`src/rtl/mem_access_pkg.sv`:
```
// Shared types and constants for the MIPS memory-access stage: opcode/funct codes,
// memory-op decode, FSM states and the write-back payload.
package mem_access_pkg;

    localparam int unsigned DATA_W = 32;
    localparam int unsigned REG_W  = 5;
    localparam int unsigned BE_W   = 4;

    localparam logic [5:0] OP_RFORM = 6'h00;
    localparam logic [5:0] OP_JAL   = 6'h03;
    localparam logic [5:0] OP_ADDI  = 6'h08;
    localparam logic [5:0] OP_ADDIU = 6'h09;
    localparam logic [5:0] OP_SLTI  = 6'h0A;
    localparam logic [5:0] OP_SLTIU = 6'h0B;
    localparam logic [5:0] OP_ANDI  = 6'h0C;
    localparam logic [5:0] OP_ORI   = 6'h0D;
    localparam logic [5:0] OP_XORI  = 6'h0E;
    localparam logic [5:0] OP_LUI   = 6'h0F;
    localparam logic [5:0] OP_LB    = 6'h20;
    localparam logic [5:0] OP_LH    = 6'h21;
    localparam logic [5:0] OP_LW    = 6'h23;
    localparam logic [5:0] OP_LBU   = 6'h24;
    localparam logic [5:0] OP_LHU   = 6'h25;
    localparam logic [5:0] OP_SB    = 6'h28;
    localparam logic [5:0] OP_SH    = 6'h29;
    localparam logic [5:0] OP_SW    = 6'h2B;

    localparam logic [5:0] F_JR    = 6'h08;
    localparam logic [5:0] F_MTHI  = 6'h11;
    localparam logic [5:0] F_MTLO  = 6'h13;
    localparam logic [5:0] F_MULT  = 6'h18;
    localparam logic [5:0] F_MULTU = 6'h19;
    localparam logic [5:0] F_DIV   = 6'h1A;
    localparam logic [5:0] F_DIVU  = 6'h1B;

    typedef enum logic [3:0] {
        MOP_NONE, MOP_LB, MOP_LH, MOP_LW, MOP_LBU, MOP_LHU, MOP_SB, MOP_SH, MOP_SW
    } mem_op_t;

    typedef enum logic {ST_IDLE, ST_ACCESS} state_t;

    typedef struct packed {
        logic              en;
        logic [REG_W-1:0]  rd;
        logic [DATA_W-1:0] data;
    } wb_t;

    function automatic mem_op_t decode_mem_op(input logic [5:0] opc);
        case (opc)
            OP_LB:   return MOP_LB;
            OP_LH:   return MOP_LH;
            OP_LW:   return MOP_LW;
            OP_LBU:  return MOP_LBU;
            OP_LHU:  return MOP_LHU;
            OP_SB:   return MOP_SB;
            OP_SH:   return MOP_SH;
            OP_SW:   return MOP_SW;
            default: return MOP_NONE;
        endcase
    endfunction

    function automatic logic is_load(input mem_op_t op);
        return op inside {MOP_LB, MOP_LH, MOP_LW, MOP_LBU, MOP_LHU};
    endfunction

    function automatic logic is_store(input mem_op_t op);
        return op inside {MOP_SB, MOP_SH, MOP_SW};
    endfunction

endpackage

```
`src/rtl/mem_access_if.sv`:
```
// Data-memory request/acknowledge port between the memory-access stage and data memory.
interface mem_access_if;
    import mem_access_pkg::*;

    logic              DmemReq;
    logic              DmemWe;
    logic [DATA_W-1:0] DmemAddr;
    logic [DATA_W-1:0] DmemWdata;
    logic [BE_W-1:0]   DmemBe;
    logic              DmemAck;
    logic [DATA_W-1:0] DmemRdata;

    modport master (
        output DmemReq, DmemWe, DmemAddr, DmemWdata, DmemBe,
        input  DmemAck, DmemRdata
    );

    modport slave (
        input  DmemReq, DmemWe, DmemAddr, DmemWdata, DmemBe,
        output DmemAck, DmemRdata
    );

endinterface

```
`src/rtl/mem_align.sv`:
```
// Combinational lane logic: store replicate/byte-enable/alignment check on the
// incoming op, and byte/half extract plus sign/zero extension on returned load data.
module mem_align
    import mem_access_pkg::*;
(
    input  mem_op_t           st_op,
    input  logic [1:0]        st_off,
    input  logic [DATA_W-1:0] st_data,
    output logic [DATA_W-1:0] st_wdata,
    output logic [BE_W-1:0]   st_be,
    output logic              misalign,
    input  mem_op_t           ld_op,
    input  logic [1:0]        ld_off,
    input  logic [DATA_W-1:0] ld_rdata,
    output logic [DATA_W-1:0] ld_value
);

    logic [7:0]  ld_byte;
    logic [15:0] ld_half;

    assign ld_byte = ld_rdata[{ld_off, 3'b000} +: 8];
    assign ld_half = ld_rdata[{ld_off[1], 4'b0000} +: 16];

    // Store lanes and alignment for the op being accepted
    always_comb begin
        st_wdata = st_data;
        st_be    = '0;
        misalign = 1'b0;
        case (st_op)
            MOP_LB, MOP_LBU, MOP_SB: begin
                st_wdata = {4{st_data[7:0]}};
                st_be    = 4'b0001 << st_off;
            end
            MOP_LH, MOP_LHU, MOP_SH: begin
                st_wdata = {2{st_data[15:0]}};
                st_be    = 4'b0011 << st_off;
                misalign = st_off[0];
            end
            MOP_LW, MOP_SW: begin
                st_be    = 4'b1111;
                misalign = |st_off;
            end
            default: ;
        endcase
    end

    // Load extraction for the op waiting on the memory
    always_comb begin
        ld_value = '0;
        case (ld_op)
            MOP_LB:  ld_value = {{24{ld_byte[7]}}, ld_byte};
            MOP_LBU: ld_value = {24'd0, ld_byte};
            MOP_LH:  ld_value = {{16{ld_half[15]}}, ld_half};
            MOP_LHU: ld_value = {16'd0, ld_half};
            MOP_LW:  ld_value = ld_rdata;
            default: ;
        endcase
    end

endmodule

```
`src/rtl/mem_access.sv`:
```
// MIPS memory-access stage: issues loads/stores on a variable-latency memory port,
// stalls upstream while a request is outstanding and produces register write-backs.
module mem_access
    import mem_access_pkg::*;
(
    input  logic              CLK,
    input  logic              RST,
    input  logic [DATA_W-1:0] Ins,
    input  logic [DATA_W-1:0] Result,
    input  logic [DATA_W-1:0] Rdata2,
    input  logic              InValid,
    output logic              Stall,
    mem_access_if.master      dmem,
    output logic              WbEn,
    output logic [REG_W-1:0]  WbReg,
    output logic [DATA_W-1:0] WbData,
    output logic              AddrErr
);

    state_t            state_q, state_d;
    logic              req_q, req_d, we_q, we_d, aerr_q, aerr_d;
    logic [DATA_W-1:0] addr_q, addr_d, wdata_q, wdata_d;
    logic [BE_W-1:0]   be_q, be_d;
    mem_op_t           ld_op_q, ld_op_d, in_op;
    logic [1:0]        ld_off_q, ld_off_d;
    logic [REG_W-1:0]  ld_rd_q, ld_rd_d, rd_dec;
    wb_t               wb_q, wb_d, pend_q, pend_d, ld_wb_c, new_wb_c;
    logic [5:0]        opcode, funct;
    logic              wr_result, accept, ack_done, misalign_c;
    logic [DATA_W-1:0] st_wdata_c, ld_value_c;
    logic [BE_W-1:0]   st_be_c;
    logic              unused_ins;

    assign opcode     = Ins[31:26];
    assign funct      = Ins[5:0];
    assign unused_ins = ^{Ins[25:21], Ins[10:6]};
    assign in_op      = decode_mem_op(opcode);
    assign Stall      = (state_q == ST_ACCESS) & ~dmem.DmemAck;
    assign accept     = InValid & ~Stall;
    assign ack_done   = (state_q == ST_ACCESS) & dmem.DmemAck;

    // Destination register and whether a non-memory op writes Result
    always_comb begin
        rd_dec    = '0;
        wr_result = 1'b0;
        case (opcode)
            OP_RFORM: begin
                rd_dec = Ins[15:11];
                case (funct)
                    F_MULT, F_MULTU, F_DIV, F_DIVU, F_MTHI, F_MTLO, F_JR: wr_result = 1'b0;
                    default: wr_result = 1'b1;
                endcase
            end
            OP_JAL: begin
                rd_dec    = 5'd31;
                wr_result = 1'b1;
            end
            OP_ADDI, OP_ADDIU, OP_SLTI, OP_SLTIU, OP_ANDI, OP_ORI, OP_XORI, OP_LUI: begin
                rd_dec    = Ins[20:16];
                wr_result = 1'b1;
            end
            OP_LB, OP_LH, OP_LW, OP_LBU, OP_LHU: rd_dec = Ins[20:16];
            default: ;
        endcase
    end

    mem_align u_align (
        .st_op    (in_op),
        .st_off   (Result[1:0]),
        .st_data  (Rdata2),
        .st_wdata (st_wdata_c),
        .st_be    (st_be_c),
        .misalign (misalign_c),
        .ld_op    (ld_op_q),
        .ld_off   (ld_off_q),
        .ld_rdata (dmem.DmemRdata),
        .ld_value (ld_value_c)
    );

    assign ld_wb_c  = {ack_done & is_load(ld_op_q) & (ld_rd_q != '0), ld_rd_q, ld_value_c};
    assign new_wb_c = {accept & (in_op == MOP_NONE) & wr_result & (rd_dec != '0), rd_dec, Result};

    // Next state and registered outputs
    always_comb begin
        state_d  = state_q;
        req_d    = req_q;
        we_d     = we_q;
        addr_d   = addr_q;
        wdata_d  = wdata_q;
        be_d     = be_q;
        ld_op_d  = ld_op_q;
        ld_off_d = ld_off_q;
        ld_rd_d  = ld_rd_q;
        aerr_d   = 1'b0;
        wb_d     = new_wb_c;
        pend_d   = '0;

        // One write-back port: a result that collides with an older one slips a cycle
        if (ld_wb_c.en) begin
            wb_d   = ld_wb_c;
            pend_d = new_wb_c;
        end else if (pend_q.en) begin
            wb_d   = pend_q;
            pend_d = new_wb_c;
        end

        case (state_q)
            ST_IDLE: ;
            ST_ACCESS: begin
                if (dmem.DmemAck) begin
                    state_d = ST_IDLE;
                    req_d   = 1'b0;
                    we_d    = 1'b0;
                end
            end
            default: state_d = ST_IDLE;
        endcase

        if (accept && in_op != MOP_NONE) begin
            if (misalign_c) begin
                aerr_d = 1'b1;
            end else begin
                state_d  = ST_ACCESS;
                req_d    = 1'b1;
                we_d     = is_store(in_op);
                addr_d   = {Result[31:2], 2'b00};
                wdata_d  = st_wdata_c;
                be_d     = st_be_c;
                ld_op_d  = in_op;
                ld_off_d = Result[1:0];
                ld_rd_d  = rd_dec;
            end
        end
    end

    always_ff @(posedge CLK) begin
        if (RST) begin
            state_q  <= ST_IDLE;
            req_q    <= 1'b0;
            we_q     <= 1'b0;
            addr_q   <= '0;
            wdata_q  <= '0;
            be_q     <= '0;
            ld_op_q  <= MOP_NONE;
            ld_off_q <= '0;
            ld_rd_q  <= '0;
            wb_q     <= '0;
            pend_q   <= '0;
            aerr_q   <= 1'b0;
        end else begin
            state_q  <= state_d;
            req_q    <= req_d;
            we_q     <= we_d;
            addr_q   <= addr_d;
            wdata_q  <= wdata_d;
            be_q     <= be_d;
            ld_op_q  <= ld_op_d;
            ld_off_q <= ld_off_d;
            ld_rd_q  <= ld_rd_d;
            wb_q     <= wb_d;
            pend_q   <= pend_d;
            aerr_q   <= aerr_d;
        end
    end

    assign dmem.DmemReq   = req_q;
    assign dmem.DmemWe    = we_q;
    assign dmem.DmemAddr  = addr_q;
    assign dmem.DmemWdata = wdata_q;
    assign dmem.DmemBe    = be_q;
    assign WbEn           = wb_q.en;
    assign WbReg          = wb_q.rd;
    assign WbData         = wb_q.data;
    assign AddrErr        = aerr_q;

endmodule

```
`src/flat_wrapper.sv`:
```
// flat-port wrapper written by rule: the top's interface ports become plain ports
module mem_access_flat import mem_access_pkg::*;
  (CLK, RST, Ins, Result, Rdata2, InValid, Stall, WbEn, WbReg, WbData, AddrErr, dmem_DmemReq, dmem_DmemWe, dmem_DmemAddr, dmem_DmemWdata, dmem_DmemBe, dmem_DmemAck, dmem_DmemRdata);
  mem_access_if dmem_i ();
  input  logic CLK;
  input  logic RST;
  input  logic [DATA_W-1:0] Ins;
  input  logic [DATA_W-1:0] Result;
  input  logic [DATA_W-1:0] Rdata2;
  input  logic InValid;
  output logic Stall;
  output logic WbEn;
  output logic [REG_W-1:0] WbReg;
  output logic [DATA_W-1:0] WbData;
  output logic AddrErr;
  output wire logic [$bits(dmem_i.DmemReq)-1:0] dmem_DmemReq;
  output wire logic [$bits(dmem_i.DmemWe)-1:0] dmem_DmemWe;
  output wire logic [$bits(dmem_i.DmemAddr)-1:0] dmem_DmemAddr;
  output wire logic [$bits(dmem_i.DmemWdata)-1:0] dmem_DmemWdata;
  output wire logic [$bits(dmem_i.DmemBe)-1:0] dmem_DmemBe;
  input wire logic [$bits(dmem_i.DmemAck)-1:0] dmem_DmemAck;
  input wire logic [$bits(dmem_i.DmemRdata)-1:0] dmem_DmemRdata;
  assign dmem_DmemReq = dmem_i.DmemReq;
  assign dmem_DmemWe = dmem_i.DmemWe;
  assign dmem_DmemAddr = dmem_i.DmemAddr;
  assign dmem_DmemWdata = dmem_i.DmemWdata;
  assign dmem_DmemBe = dmem_i.DmemBe;
  assign dmem_i.DmemAck = dmem_DmemAck;
  assign dmem_i.DmemRdata = dmem_DmemRdata;
  mem_access u_core (.CLK(CLK), .RST(RST), .Ins(Ins), .Result(Result), .Rdata2(Rdata2), .InValid(InValid), .Stall(Stall), .dmem(dmem_i), .WbEn(WbEn), .WbReg(WbReg), .WbData(WbData), .AddrErr(AddrErr));
endmodule
```
`config.mk`:
```
export PLATFORM = sky130hd
export DESIGN_NAME = mem_access_flat
export DESIGN_NICKNAME = d
export VERILOG_FILES = /design/src/rtl/mem_access_pkg.sv /design/src/rtl/mem_access_if.sv /design/src/rtl/mem_align.sv /design/src/rtl/mem_access.sv /design/src/flat_wrapper.sv
export SDC_FILE = /design/constraint.sdc
export NUM_CORES = 1
export LEC_CHECK = 0
export ABC_CLOCK_PERIOD_IN_PS = 2000
export CAP_MARGIN = 20
export CORE_ASPECT_RATIO = 1.1
export CORE_MARGIN = 4
export CORE_UTILIZATION = 35
export DETAILED_ROUTE_END_ITERATION = 10
export PLACE_DENSITY = 0.66
export SYNTH_ARGS = -nofsm -noshare
export SYNTH_HDL_FRONTEND = slang
export SYNTH_SLANG_ARGS = --single-unit
```
`constraint.sdc`:
```
create_clock -name CLK -period 2 [get_ports CLK]
set_input_delay 0.4 -clock CLK [delete_from_list [all_inputs] [get_ports CLK]]
set_output_delay 0.4 -clock CLK [all_outputs]
set_load 0.05 [all_outputs]
```
==> results of run 1 <==
## state kept, by name, indices dropped and copies added (netlist names)
signal / count
u_core.WbEn: 1
u_core.ld_off_q: 2
u_core.ld_rd_q: 5
u_core.dmem.DmemBe: 4
u_core.WbData: 32
u_core.pend_q: 38
u_core.WbReg: 5
u_core.ld_op_q: 4
u_core.dmem.DmemWe: 1
u_core.dmem.DmemReq: 1
u_core.dmem.DmemWdata: 32
u_core.dmem.DmemAddr: 30
u_core.AddrErr: 1
u_core.state_q: 1
## layout make-up
| class | count | area, um2 |
|---|---|---|
| timing repair buffer | 323 | 3230 |
| inverter | 8 | 31.3 |
| clock inverter | 14 | 146 |
| sequential | 157 | 3150 |
| clock buffer | 18 | 439 |
| fill | 1770 | 8970 |
| multi-input combinational | 522 | 3790 |
| tap | 252 | 315 |
## synthesized netlist by cell type, types with 3 or more instances
cell type  count  area (um2)
a221oi_2      10         150
clkbuf_1      49         184
nand2b_1       6        37.5
buf_1          3        11.3
and2_1         3        18.8
nor3_1        16        80.1
nor2_1        17        63.8
or3b_2         5        43.8
mux2i_1       76         761
a211oi_1      23         173
nor3b_1       32         240
o41ai_1        3        26.3
nor2b_1       11        68.8
nand3_1        7        35.0
a22oi_1       16         120
mux4_2         8         180
a21oi_1       14        70.1
dfxtp_1      157        3140
a221oi_1      21         184
a32oi_1       23         201
buf_2         19        95.1
a311oi_1      10        87.6
a41oi_1       17         149
nor4_1         4        25.0
nand2_1      147         552
inv_1          7        26.3
## worst min-delay path, cell delays in order
cell	delay (ns)
buf_4	0.11
buf_12	0.22
a21oi_1	0.06
## power by group through the flow
stage / registers, mW / logic (mW) / clock network [mW]
after floorplan: 3.60 / 0.389 / 0
after global placement: 3.32 / 1.31 / 0
after detailed placement: 3.32 / 1.32 / 0
after CTS: 3.25 / 1.32 / 3.29
after global routing: 3.26 / 1.40 / 3.45
final: 3.25 / 1.32 / 3.24
## final timing paths
path / startpoint / endpoint / slack (ns)
hold reg to reg: u_core.dmem.DmemWdata[29]$_SDFFE_PP0P_ / u_core.dmem.DmemWdata[29]$_SDFFE_PP0P_ / 0.45
hold / removal: RST / u_core.state_q$_SDFF_PP0_ / 0.42
setup / recovery: u_core.WbData[4]$_SDFF_PP0_ / WbData[4] / 0.03
setup reg to reg: u_core.ld_op_q[1]$_SDFFE_PP0P_ / u_core.WbData[0]$_SDFF_PP0_ / 0.08
## layer usage
metal | routed length, um | part of all wire | up-vias | global-route usage
met5 | 0 | 0 | - | 0
met4 | 438 | 0.018 | 0 | 0.0514
met3 | 2050 | 0.083 | 32 | 0.0718
met2 | 11800 | 0.48 | 290 | 0.338
met1 | 10500 | 0.42 | 3333 | 0.255
li1 | - | - | 3374 | -
## kinds of logic after synthesis
kind of cell    Yosys count  share of synthesized area
mux                      86                      0.133
other cells               1                   0.000518
compound gates          160                      0.190
xor+xnor                  3                    0.00363
flops                   157                      0.434
buf+inv                  83                     0.0495
simple gates            271                      0.189
## repair_timing
action / CTS / global route
endpoints found under the setup margin: 7 / 67
pin swaps: 0 / 1
gates resized for setup: 7 / 58
## metrics by stage
step / hold slack, ns / instances / total power, mW
6_report: 0.424 / 1294 / 7.82
4_1_cts: 0.422 / 1294 / 7.87
5_1_grt: 0.425 / 1294 / 8.10
3_5_place_dp: 0.440 / 1262 / 4.64
2_1_floorplan: 0.456 / 762 / 3.99
3_3_place_gp: 0.433 / 1262 / 4.64
==> flow_summary.yaml, run 1 <==
power:
  pwr_density_cell_nw_per_um2: 704
  seqPwrFrac: 0.416
  internal_power_mw: 5.59
  clockPowerShare: 0.415
  worst_ir_drop_vdd_mv: 0.524
  switching_share: 0.285
  p_leak_nw: 4.86
  comb_power_share: 0.169
  p_sw_mw: 2.23
detailed_routing:
  drt-total-wl_mm: 24.8
  dr.pass1.iters: 5
  drc: 0
  vias: 7029
  avgViaCountPerCell: 5.43
  wl_per_cell_um: 19.1
  antenna_left: 0
  drt_iter0_drc: 417
sta:
  rsz0062_at_grt: "true"
  slew_headroom: 0.610
  fin_crit_sh: 0.987
  slew_viol_final: 0
  tns_ns: 0
  period_minus_slack_ns: 1.97
  final.setup_skew_ns: 0.00891
  final-setup-viol-count: 0
  max_slew.worst_pin.slew_ns: 0.585
  max_freq_mhz: 506
  hold_viol: 0
  fin_ws_ns: 0.0257
flow_run:
  drv_cap: 0
floorplanning:
  initial_core_util: 0.361
  fp-row-count: 54
  dieArea_um2: 23000
  coreArea_um2: 20100
  dieHeight_um: 159
  ios: 242
  fp.dieW_um: 145
final_layout:
  drive_above_1_share: 0.185
  final_core_util: 0.553
  areaGrowthSynthToFinish_pct: 53.4
  nets: 1161
  layout_common_cells: "dfxtp_1, clkdlybuf4s50_1, nand2_1, buf_4, mux2i_1"
  n_antenna_cell: 0
  final_common_cell: "dfxtp_1"
  final_area_um2: 11100
critical_path:
  path_cells: "clkdlybuf4s50_1"
  rr_worst_depth: 6
  path_buf_inv: 1
  cpPeakStageDelay_ns: 0.81
  worstSetupStartpointType: "flop"
  critical_path.slowest_cell: "clkdlybuf4s50_1"
  cp.required_ns: 1.60
  path_depth: 1
  crit_fanout: 1
  path_delay_family: "buffers and inverters"
  cp.arrival_ns: 1.57
  crit_path_end_kind: "output pin"
  worstSetupPathType: "flop to output pin"
place:
  io_buffers: 229
  place_area_um2: 10400
  hpwlAfterDp_mm: 18.5
  gp_congestion: 0.840
  preCtsSetupSlack_ns: -0.502
clock_network:
  htree_levels: 4
  cts_setup_buffers: 0
  clk_pin_slew_ns: 0.07
  clk_latency_ns: 0.43
  clock_sinks: 157
  cts-buffers-inserted: 17
  cts_tree: "built"
  cts_max_path_buffers: 2
  ctsHoldBuffers: 0
  ctsRootBufferMaster: "clkbuf_16"
synthesis:
  syn_area_per_cell_um2: 9.51
  syn_inst: 761
  synth_area_um2: 7240
  ys_seq_area_frac: 0.434
  ys.warnings.count: 0
  ys_types: 66
  synthFlopType: "dfxtp_1"
  synth_edf_count: 0
  synthArstFlopShare: 0
  ys_ff_latch: 157
worst_hold_path:
  holdCritPathClass: "primary input to flop"
  hold_depth: 3
global_routing:
  grt_pass1_wl_mm: 38.0
  grt_pass1_vias: 6825
  grt_antenna_before_repair: 0
  track_usage: 0.204
  grt_max_degree: 54
  grt_overflow: 0
run_status:
  status: "complete, no violations"
Power figures use the tool's default switching activity.
==> run 2: changes to the inputs <==
--- a/config.mk
+++ b/config.mk
@@ -6,7 +6,7 @@
 export NUM_CORES = 1
 export LEC_CHECK = 0
 export ABC_CLOCK_PERIOD_IN_PS = 2000
-export CAP_MARGIN = 20
+export CAP_MARGIN = 40
 export CORE_ASPECT_RATIO = 1.1
 export CORE_MARGIN = 4
 export CORE_UTILIZATION = 35
==> results of run 2 <==
No change in the layout: final DEF, timing and power equal those of run 1.
==> run 3: changes to the inputs <==
==> constraint.sdc (replaced) <==
create_clock -name CLK -period 2 [get_ports CLK]
set_input_delay 0.2 -clock CLK [delete_from_list [all_inputs] [get_ports CLK]]
set_output_delay 0.2 -clock CLK [all_outputs]
set_load 0.05 [all_outputs]
==> run 3 against run 2 <==
  * Fmax rose by 6.9%
  * Via count fell by 0.54%
  * Global-route usage rose by 0.39 points
  * Critical endpoint is now dmem_DmemWdata[8]
  * Hold slack got worse by 0.31 ns
  * Largest power group is now the clock network
  * Clock-buffer cell count fell by 1
  * Utilization fell by 0.69 points
==> flow_summary.yaml, run 3 (synthesis results as in run 1) <==
final_layout:
  largest_register_ffs: 38
  areaGrowthSynthToFinish_pct: 51.5
  nets: 1148
  fillers: 1795
  n_antenna_cell: 0
  largest_register: "u_core.pend_q"
  fin_cells: 1281
  final_common_cell: "clkdlybuf4s50_1"
  drive_above_1_share: 0.154
  layout_common_cells: "clkdlybuf4s50_1, dfxtp_1, nand2_1, mux2i_1, buf_4"
critical_path:
  critical_path.slowest_cell: "clkdlybuf4s50_1"
  cpPeakStageDelay_ns: 0.83
  cp.arrival_ns: 1.65
  path_cells: "clkdlybuf4s50_1"
  path_buf_inv: 1
  cp.required_ns: 1.80
  crit_path_end_kind: "output pin"
  path_delay_family: "buffers and inverters"
  worstSetupPathType: "flop to output pin"
  crit_fanout: 2
  worstSetupStartpointType: "flop"
  regToRegSetupSlack_ns: 0.16
clock_network:
  htree_levels: 4
  cts_max_path_buffers: 2
  ctsHoldBuffers: 0
  clk_latency_ns: 0.43
  cts_setup_buffers: 0
  cts_tree: "built"
  clk_pin_slew_ns: 0.07
  ctsRootBufferMaster: "clkbuf_16"
  cts-buffers-inserted: 17
  clock_sinks: 157
global_routing:
  grt_overflow: 0
  top_usage_layer: "met2"
  grtUsageMet1: 0.250
  grt_pass1_vias: 6985
  grt_use_met3: 0.0747
  grt_antenna_before_repair: 0
  grt_pass1_wl_mm: 38.6
  grt_max_degree: 81
  grt.met2_usage: 0.351
  track_usage: 0.208
sta:
  max_freq_mhz: 541
  fin_crit_sh: 0.923
  slew_viol_final: 0
  final-setup-viol-count: 0
  period_minus_slack_ns: 1.85
  tns_ns: 0
  max_slew.worst_pin.slew_ns: 0.587
  final.setup_skew_ns: 0.00934
  slew_headroom: 0.607
  rsz0062_at_grt: "false"
  hold_viol: 0
place:
  gp_congestion: 0.882
  io_buffers: 229
  place_inst: 1249
  hpwlAfterDp_mm: 18.6
floorplanning:
  initial_core_util: 0.361
  fp.dieW_um: 145
  dieArea_um2: 23000
  dieHeight_um: 159
  fp-row-count: 54
  coreArea_um2: 20100
  ios: 242
detailed_routing:
  drt_iter0_drc: 397
  avgViaCountPerCell: 5.46
  dr.pass1.iters: 5
  drt-total-wl_mm: 25.0
  wl_per_cell_um: 19.5
  antenna_left: 0
  drc: 0
  vias: 6991
power:
  seqPwrFrac: 0.405
  switching_share: 0.277
  internal_power_mw: 5.80
  p_sw_mw: 2.22
  p_leak_nw: 3.87
  comb_power_share: 0.165
  worst_ir_drop_vdd_mv: 0.582
  clockPowerShare: 0.430
  pwr_density_cell_nw_per_um2: 732
run_status:
  status: "complete, no violations"
flow_run:
  drv_cap: 0
worst_hold_path:
  holdCritPathClass: "primary input to flop"
run 3: cell count changes in the layout (fill, tap and decap cells not counted), sizes merged, moves of 2 or more:
cell | previous run | this run
dlygate4sd2 | 6 | 0
buf | 116 | 83
clkinv | 5 | 2
dlymetal6s2s | 51 | 0
bufinv | 1 | 3
clkdlybuf4s50 | 150 | 227
run 3: final cells by class:
cell class | count | area [um2] | area share
repair buffers | 310 | 3070 | 0.280
well taps | 252 | 315 | 0.0288
flip-flops and latches | 157 | 3140 | 0.287
inverters | 8 | 31.3 | 0.00285
clock inverters | 15 | 198 | 0.0180
clock buffers | 17 | 425 | 0.0388
multi-input cells | 522 | 3780 | 0.345
run 3: path summary, 6_finish.rpt:
check / start / end / cells after the start
hold / removal: RST / u_core.dmem.DmemReq$_SDFF_PP0_ / 2
hold reg to reg: u_core.dmem.DmemWdata[31]$_SDFFE_PP0P_ / u_core.dmem.DmemWdata[31]$_SDFFE_PP0P_ / 2
setup / recovery: u_core.dmem.DmemWdata[8]$_SDFFE_PP0P_ / dmem_DmemWdata[8] / 1
setup reg to reg: u_core.ld_off_q[1]$_SDFFE_PP0P_ / u_core.WbData[18]$_SDFF_PP0_ / 5
run 3: routing by layer:
layer / share of wire / vias to the layer above
met4: 0.020 / 0
met3: 0.089 / 34
met5: 0 / -
met2: 0.48 / 297
li1: - / 3339
met1: 0.41 / 3321
run 3: power by group through the flow:
stage | registers (mW) | logic [mW] | clock network [mW]
5_1_grt | 3.26 | 1.40 | 3.64
3_3_place_gp | 3.32 | 1.30 | 0
4_1_cts | 3.25 | 1.32 | 3.51
2_1_floorplan | 3.60 | 0.389 | 0
6_report | 3.25 | 1.32 | 3.45
3_5_place_dp | 3.32 | 1.31 | 0
run 3: timing repair:
action | 4_1_cts | 5_1_grt
hold endpoints to repair | 0 | 0
endpoints found under the setup margin | 0 | 2
resized for setup | 0 | 4
run 3: through the flow:
stage / total power, mW / hold slack [ns] / instance area [um2] / util / worst slack, ns
floorplan: 3.99 / 0.342 / 7240 / - / 0.106
global placement: 4.63 / 0.434 / 10300 / 0.514 / -0.276
detailed placement: 4.63 / 0.437 / 10300 / 0.514 / -0.314
CTS: 8.08 / 0.100 / 10900 / 0.545 / 0.126
global route: 8.29 / 0.125 / 11000 / 0.546 / 0.0560
finish: 8.02 / 0.115 / 11000 / 0.546 / 0.153
